$ cat config.mk
export PLATFORM = sky130hd
export DESIGN_NAME = temp_sample_ctrl
export DESIGN_NICKNAME = d
export VERILOG_FILES = /design/src/rtl/temp_sample_ctrl.sv
export SDC_FILE = /design/constraint.sdc
export NUM_CORES = 1
export LEC_CHECK = 0
export ABC_CLOCK_PERIOD_IN_PS = 2850
export BUFFER_PORTS_ARGS = -buffer_cell sky130_fd_sc_hd__buf_2
export CAP_MARGIN = 20
export CORE_MARGIN = 2
export CORE_UTILIZATION = 60
export DETAILED_ROUTE_END_ITERATION = 6
export PLACE_DENSITY = 0.82
export RECOVER_POWER = 50
export SYNTH_ARGS = -nofsm -noshare
export SYNTH_HDL_FRONTEND = slang
export SYNTH_SLANG_ARGS = --single-unit
$ cat constraint.sdc
create_clock -name clk -period 2.85 [get_ports clk]
set_clock_uncertainty 0.1 [all_clocks]
set_input_delay 0.57 -clock clk [delete_from_list [all_inputs] [get_ports clk]]
set_output_delay 0.57 -clock clk [all_outputs]
set_load 0.005 [all_outputs]
$ cat src/rtl/temp_sample_ctrl.sv
// -----------------------------------------------------------------------------
// temp_sample_ctrl
//
// Sequencing controller for the 8-bit temperature sensor path. Periodically
// requests a reading, averages 2**AVG_LOG2 readings and publishes the averaged
// temperature. It drives an over-temperature alarm with hysteresis and flags a
// sensor that stops answering.
//
// Parameters
//   SAMPLE_PERIOD  idle cycles in WAIT between sample requests (>=1)
//   AVG_LOG2       log2 of the number of readings averaged (0..4)
//   TIMEOUT        max cycles in REQ awaiting sensor_valid (>=1)
//
// Ports
//   clk, rst       rising-edge clock, asynchronous active-high reset
//   enable         run request; low forces IDLE on the next edge
//   hi_thresh      alarm set threshold (avg >= hi sets)
//   lo_thresh      alarm clear threshold (avg < lo clears)
//   sample_req     registered level request to the sensor
//   sensor_valid   qualifies sensor_data
//   sensor_data    raw reading
//   avg_temp       last averaged temperature
//   avg_valid      one-cycle pulse, high while avg_temp is freshly updated
//   over_temp      hysteretic alarm
//   timeout_err    sticky sensor timeout flag, cleared by enable=0
//   state_dbg      current FSM state (IDLE=0 WAIT=1 REQ=2 ACC=3 EVAL=4)
//   min_temp       lowest avg_temp since reset   (TEMP_MINMAX_EN only)
//   max_temp       highest avg_temp since reset  (TEMP_MINMAX_EN only)
//
// Optional feature macro: TEMP_MINMAX_EN adds the min/max tracking ports.
//
// Sensor handshake: sample_req rises on entry to REQ and stays high until the
// edge where sensor_valid is seen high in REQ; that edge accepts sensor_data.
// sensor_valid outside REQ is ignored. If sensor_valid arrives in the same
// cycle the timeout would expire, the reading is accepted.
// -----------------------------------------------------------------------------
module temp_sample_ctrl #(
    parameter int SAMPLE_PERIOD = 100,
    parameter int AVG_LOG2      = 2,
    parameter int TIMEOUT       = 16
) (
    input  logic       clk,
    input  logic       rst,
    input  logic       enable,
    input  logic [7:0] hi_thresh,
    input  logic [7:0] lo_thresh,
    output logic       sample_req,
    input  logic       sensor_valid,
    input  logic [7:0] sensor_data,
    output logic [7:0] avg_temp,
    output logic       avg_valid,
    output logic       over_temp,
    output logic       timeout_err,
    output logic [2:0] state_dbg
`ifdef TEMP_MINMAX_EN
    ,
    output logic [7:0] min_temp,
    output logic [7:0] max_temp
`endif
);

    typedef enum logic [2:0] {
        S_IDLE = 3'd0,
        S_WAIT = 3'd1,
        S_REQ  = 3'd2,
        S_ACC  = 3'd3,
        S_EVAL = 3'd4
    } state_t;

    localparam int SUM_W  = 8 + AVG_LOG2;
    localparam int CNT_W  = (AVG_LOG2 > 0) ? AVG_LOG2 : 1;
    localparam int WAIT_W = $clog2(SAMPLE_PERIOD + 1);
    localparam int TO_W   = $clog2(TIMEOUT + 1);

    localparam logic [CNT_W-1:0]  CNT_LAST  = CNT_W'((1 << AVG_LOG2) - 1);
    localparam logic [WAIT_W-1:0] WAIT_LAST = WAIT_W'(SAMPLE_PERIOD - 1);
    localparam logic [TO_W-1:0]   TO_LAST   = TO_W'(TIMEOUT - 1);

    state_t             state, state_n;
    logic [SUM_W-1:0]   sum;
    logic [CNT_W-1:0]   cnt;
    logic [WAIT_W-1:0]  wait_cnt;
    logic [TO_W-1:0]    req_cnt;

    logic               wait_done;
    logic               req_expire;
    logic               last_sample;
    logic [7:0]         new_avg;
    logic               alarm_n;

    assign state_dbg = state;

    // ---------------------------------------------------------------------
    // Next-state and datapath decode
    // ---------------------------------------------------------------------
    always_comb begin
        state_n     = state;
        wait_done   = (wait_cnt == WAIT_LAST);
        req_expire  = (req_cnt == TO_LAST);
        last_sample = (cnt == CNT_LAST);
        // Sum is SUM_W bits wide, so the shifted result always fits in 8 bits.
        new_avg     = 8'(sum >> AVG_LOG2);
        alarm_n     = over_temp;

        // Set wins over clear when lo_thresh > hi_thresh.
        if (new_avg >= hi_thresh) begin
            alarm_n = 1'b1;
        end else if (new_avg < lo_thresh) begin
            alarm_n = 1'b0;
        end

        case (state)
            S_IDLE: if (enable) state_n = S_WAIT;
            S_WAIT: if (wait_done) state_n = S_REQ;
            S_REQ: begin
                if (sensor_valid) begin
                    state_n = S_ACC;
                end else if (req_expire) begin
                    state_n = S_WAIT;
                end
            end
            S_ACC:  state_n = last_sample ? S_EVAL : S_WAIT;
            S_EVAL: state_n = S_WAIT;
            default: state_n = S_IDLE;
        endcase

        if (!enable) begin
            state_n = S_IDLE;
        end
    end

    // ---------------------------------------------------------------------
    // State register
    // ---------------------------------------------------------------------
    always_ff @(posedge clk or posedge rst) begin
        if (rst) begin
            state <= S_IDLE;
        end else begin
            state <= state_n;
        end
    end

    // ---------------------------------------------------------------------
    // Counters, accumulator and registered outputs
    // ---------------------------------------------------------------------
    always_ff @(posedge clk or posedge rst) begin
        if (rst) begin
            sum         <= '0;
            cnt         <= '0;
            wait_cnt    <= '0;
            req_cnt     <= '0;
            sample_req  <= 1'b0;
            avg_temp    <= 8'd0;
            avg_valid   <= 1'b0;
            over_temp   <= 1'b0;
            timeout_err <= 1'b0;
        end else begin
            avg_valid  <= 1'b0;
            sample_req <= (state_n == S_REQ);
            wait_cnt   <= (state == S_WAIT && state_n == S_WAIT) ? wait_cnt + WAIT_W'(1) : '0;
            req_cnt    <= (state == S_REQ && state_n == S_REQ) ? req_cnt + TO_W'(1) : '0;

            if (!enable) begin
                sum         <= '0;
                cnt         <= '0;
                timeout_err <= 1'b0;
            end else begin
                case (state)
                    S_REQ: begin
                        if (sensor_valid) begin
                            sum <= sum + SUM_W'(sensor_data);
                        end else if (req_expire) begin
                            timeout_err <= 1'b1;
                            sum         <= '0;
                            cnt         <= '0;
                        end
                    end
                    S_ACC: begin
                        // The average is registered on the ACC->EVAL edge so that
                        // avg_temp is already new during the EVAL cycle, where
                        // avg_valid is high.
                        if (last_sample) begin
                            avg_temp  <= new_avg;
                            avg_valid <= 1'b1;
                            over_temp <= alarm_n;
                        end else begin
                            cnt <= cnt + CNT_W'(1);
                        end
                    end
                    S_EVAL: begin
                        sum <= '0;
                        cnt <= '0;
                    end
                    default: ;
                endcase
            end
        end
    end

`ifdef TEMP_MINMAX_EN
    // Min/max follow every published average and ignore enable.
    always_ff @(posedge clk or posedge rst) begin
        if (rst) begin
            min_temp <= 8'hFF;
            max_temp <= 8'h00;
        end else if (state == S_ACC && enable && last_sample) begin
            if (new_avg < min_temp) min_temp <= new_avg;
            if (new_avg > max_temp) max_temp <= new_avg;
        end
    end
`endif

endmodule

# After elaboration in Yosys (flattened, before gate mapping)
# Cells that the tools add are included.
dict set report op_classes {
  n_addsub 4
  n_eq_ne 18
  muxes 26
  reduce_logical 10
  magnitude_cmp 2
}
# operator n
set op_table {}
lappend op_table {{$mux 10} 3}
lappend op_table {{$pmux 10 s2} 1}
lappend op_table {{$mux 3} 5}
lappend op_table {{$pmux 3 s4} 1}
lappend op_table {{$add 10x8->10} 1}
lappend op_table {{$eq 3x2->1 const B} 3}
lappend op_table {{$mux 1} 9}
lappend op_table {{$ne 3x3->1 const B} 3}
lappend op_table {{$ge 8x8->1} 1}
lappend op_table {{$lt 8x8->1} 1}
lappend op_table {{$mux 2} 4}
lappend op_table {{$reduce_and 4->1} 2}
lappend op_table {{$add 7x1->7 const B} 1}
lappend op_table {{$eq 7x7->1 const B} 1}
lappend op_table {{$mux 7} 1}
lappend op_table {{$eq 3x1->1 const B} 2}
lappend op_table {{$pmux 2 s3} 1}
lappend op_table {{$reduce_and 3->1} 2}
lappend op_table {{$add 5x1->5 const B} 1}
lappend op_table {{$eq 5x4->1 const B} 1}
lappend op_table {{$mux 5} 1}
lappend op_table {{$ne 2x1->1 const B} 2}
lappend op_table {{$ne 4x1->1 const B} 1}
lappend op_table {{$ne 4x4->1 const B} 1}
lappend op_table {{10 further kinds} 11}
dict set report word_totals {
  inputBits 28
  regBits 39
  out_inout_bits 15
}

# Depth between registers and ports, before layout
dict set report logic_depth {
  ltp_word 8
  mapped_depth 9
}

# Worst setup path after synthesis
# No wires, ideal clock.
dict set report synth_timing {
  path_type {in2reg}
  start {in sensor_data[0]}
  end {reg sum[8]}
  slack_ns 0.657
  setup_ns 0.078
  required_ns 2.672
  cell_stages 8
  t_arrival_ns 2.016
  n_path_buf 0
  cell_sequence {ha_1 inv_1 fa_1 nand2b_1 a21oi_1 a21oi_1 or3_1 a21oi_1}
}
dict set report synth_between {
  elab_chain_cells 4
}
# element line
set synth_rtl {}
lappend synth_rtl {{from (decl)} 49} ;# input logic [7:0] sensor_data,
lappend synth_rtl {{$add 10x8->10} 171} ;# sum <= sum + SUM_W'(sensor_data);
lappend synth_rtl {{$mux 10} 170} ;# if (sensor_valid) begin
lappend synth_rtl {{$pmux 10 s2} 168} ;# case (state)
lappend synth_rtl {{$mux 10} 163} ;# if (!enable) begin
lappend synth_rtl {{to (signal assigned)} 171}
lappend synth_rtl {{to (decl)} 80} ;# logic [SUM_W-1:0] sum;
# Every way passes these cells.
# A chain may end at the register's enable or synchronous reset.

# Worst setup path in the final report
dict set report layout_timing {
  start {reg sum[3]}
  end {reg sum[9]}
}
dict set report layout_between {
  elab_chain_cells 4
}
# element line
set layout_rtl {}
lappend layout_rtl {{$add 10x8->10} 171}
lappend layout_rtl {{$mux 10} 170}
lappend layout_rtl {{$pmux 10 s2} 168}
lappend layout_rtl {{$mux 10} 163}
# Every way passes these cells.

==> impl_metrics.ini <==
[grt]
grt_start_max_net_pins = 40
grt_pass1_vias = 1771
overflow = 0
antenna_found_initial = 0
grt_first_pass_wirelength_um = 7740
grtUsageTotal_pct = 23.3

[floorplan]
io_pins = 43
rows = 22
fp.dieW_um = 66.4
die_area_um2 = 4410
die_height_um = 66.4
initial_utilization_pct = 63.0
core-area_um2 = 3720

[clock_network]
cts_tree = built
post_cts_buffers = 0
cts_buffer_depth = 2
path_clk_slew_ns = 0.08
insertion_delay_ns = 0.29
cts_made_buffers = 5
cts_root_buf = clkbuf_8
cts_sinks = 39
cts_hold_buf = 0
htreeDepth = 2
cts.repair.resized = 0

[placement]
place_area_um2 = 2590
port_buffers = 42
dp_hpwl_um = 3340
routabilityCongestion = 0.801

[synthesis]
ys_seq_elements = 39
ys.flop_type = dfrtp_1
syn_area_um2 = 2340
synth_area_leaders = dfrtp_1 (42%), ha_1 (14%), nand2_1 (5.1%)
syn_nets = 309
synth_area_per_cell_um2 = 9.25
synth_cell_types = 38
synth_edf_count = 0
synth_cells = 253
synth_common_cells = dfrtp_1 (39), nand2_1 (32), ha_1 (27), inv_1 (27), nor2_1 (24)
ys_seq_area_share_pct = 41.7
yosys.area.top_type = dfrtp_1
synth_top_area_share_pct = 41.7
async_reset_ff_share_pct = 100
synth_most_common_cell = dfrtp_1
yosys_warnings = 0

[routing]
via_count = 1871
postRouteWirelength_um = 4510
drc = 0
ant_nets = 0
routed_via_density = 5.41
drt_first_iter_violations = 85
dr.pass1.iters = 4
avgRoutedWirePerCell_um = 13.0

[sta]
whs_ns = 0.275
rsz0062_at_grt = no
setup_viol = 0
timing.final.crit_share_pct = 76.3
slew-limit-headroom_pct = 68.1
finalMaxSlewViolations = 0
timing.fmax_ghz = 0.460
period_needed_ns = 2.17
finalSetupTns_ns = 0
hold_viol = 0
worst_pin_slew_ns = 0.479

[run_status]
outcome = finished, final reports clean

[worst_setup_path]
critPathArrivalTime_ns = 2.29
critPathTopFamily = compound AO/OA/AOI/OAI gates
critPathKind = reg -> reg
endpoint_kind = flip-flop
crit_path_start_kind = flip-flop
path_cells = ha_1, o211ai_1, o21ai_0, a22oi_1, or3_1, a21oi_1
slowest_stage = dfrtp_1
cp.required_ns = 2.96
cp_num_buf_inv = 0
crit_fanout = 5
r2r_slack_ns = 0.68
slowest_delay_ns = 0.48

[final_layout]
num-fill-cells = 294
final_core_util_pct = 72.6
synthToLayoutAreaGrowth_pct = 15.3
design_area_um2 = 2700
num_antenna_cells = 0
drive_above_1_share_pct = 16.8
layout.nets = 353

[flow_run]
maxCapViolations = 0

[power]
ir_worst_vdd_v = 0.000253
power_leakage_nw = 1.44
power_density_nw_per_um2 = 404

[min_path]
hold_class = in -> async
tightest hold or removal path: stages:
cell and delay (ns):
buf_2 0.09, inv_1 0.04, buf_4 0.40
through the flow:
step,power (mW),setup WS [ns],cells
after floorplan,0.617,0.657,253
final,1.09,0.676,346
after CTS,1.10,0.696,346
after global routing,1.13,0.507,346
after global placement,0.645,0.507,338
after detailed placement,0.647,0.416,338
path summary, 6_finish.rpt:
check                              endpoint   startpoint  cells after the start
worst max-delay path                 sum[9]       sum[3]                      6
worst min-delay path            avg_temp[7]          rst                      3
worst max register to register       sum[9]       sum[3]                      6
worst min register to register  wait_cnt[0]  wait_cnt[0]                      1
max in group asynchronous        req_cnt[2]          rst                      3
min in group clk                wait_cnt[0]  wait_cnt[0]                      1
registers in the layout, indices dropped and copies added (netlist names):
signal	count
avg_temp	8
avg_valid	1
cnt	2
over_temp	1
req_cnt	5
sample_req	1
state_dbg	3
sum	10
timeout_err	1
wait_cnt	7
cell type report:
type / count / area (um2) / share of cell area, %
Multi-Input combinational cell: 180 / 1230 / 45.7
Sequential cell: 39 / 976 / 36.2
Inverter: 28 / 105 / 3.89
Clock inverter: 3 / 43.8 / 1.62
Timing Repair Buffer: 43 / 211 / 7.83
Clock buffer: 5 / 68.8 / 2.55
Tap cell: 48 / 60.1 / 2.23
cells in the final DEF (no fill, tap or decap), types with 7 or more instances in the layout:
| cell | synthesis | final |
|---|---|---|
| a21oi_1 | 15 | 15 |
| a22o_1 | 8 | 8 |
| xnor2_1 | 7 | 7 |
| o21ai_0 | 13 | 13 |
| ha_1 | 27 | 27 |
| nor2_1 | 24 | 24 |
| inv_1 | 27 | 27 |
| buf_2 | 2 | 37 |
| dfrtp_1 | 39 | 39 |
| nand2_1 | 32 | 32 |
metal layers:
layer / track usage, % / part of all wire, %
met5: 0 / 0
met1: 30.7 / 47
met2: 39.1 / 48
met4: 6.12 / 0.89
met3: 4.60 / 3.8
logic make-up (layout without fill, tap and decap cells):
group | after synthesis | in the layout | synth area share, %
simple gates | 81 | 81 | 16.0
compound gates | 57 | 57 | 15.9
mux | 2 | 2 | 0.962
fa+ha+maj | 28 | 28 | 15.3
buf+inv | 34 | 79 | 5.56
flops | 39 | 39 | 41.7
xor+xnor | 12 | 12 | 4.49
where the power goes:
part / switching (mW) / internal, mW
combinational: 0.0433 / 0.0331
sequential: 0.00346 / 0.555
clock: 0.194 / 0.260
total: 0.241 / 0.848
Note: power is estimated with default switching activity, not from simulation.
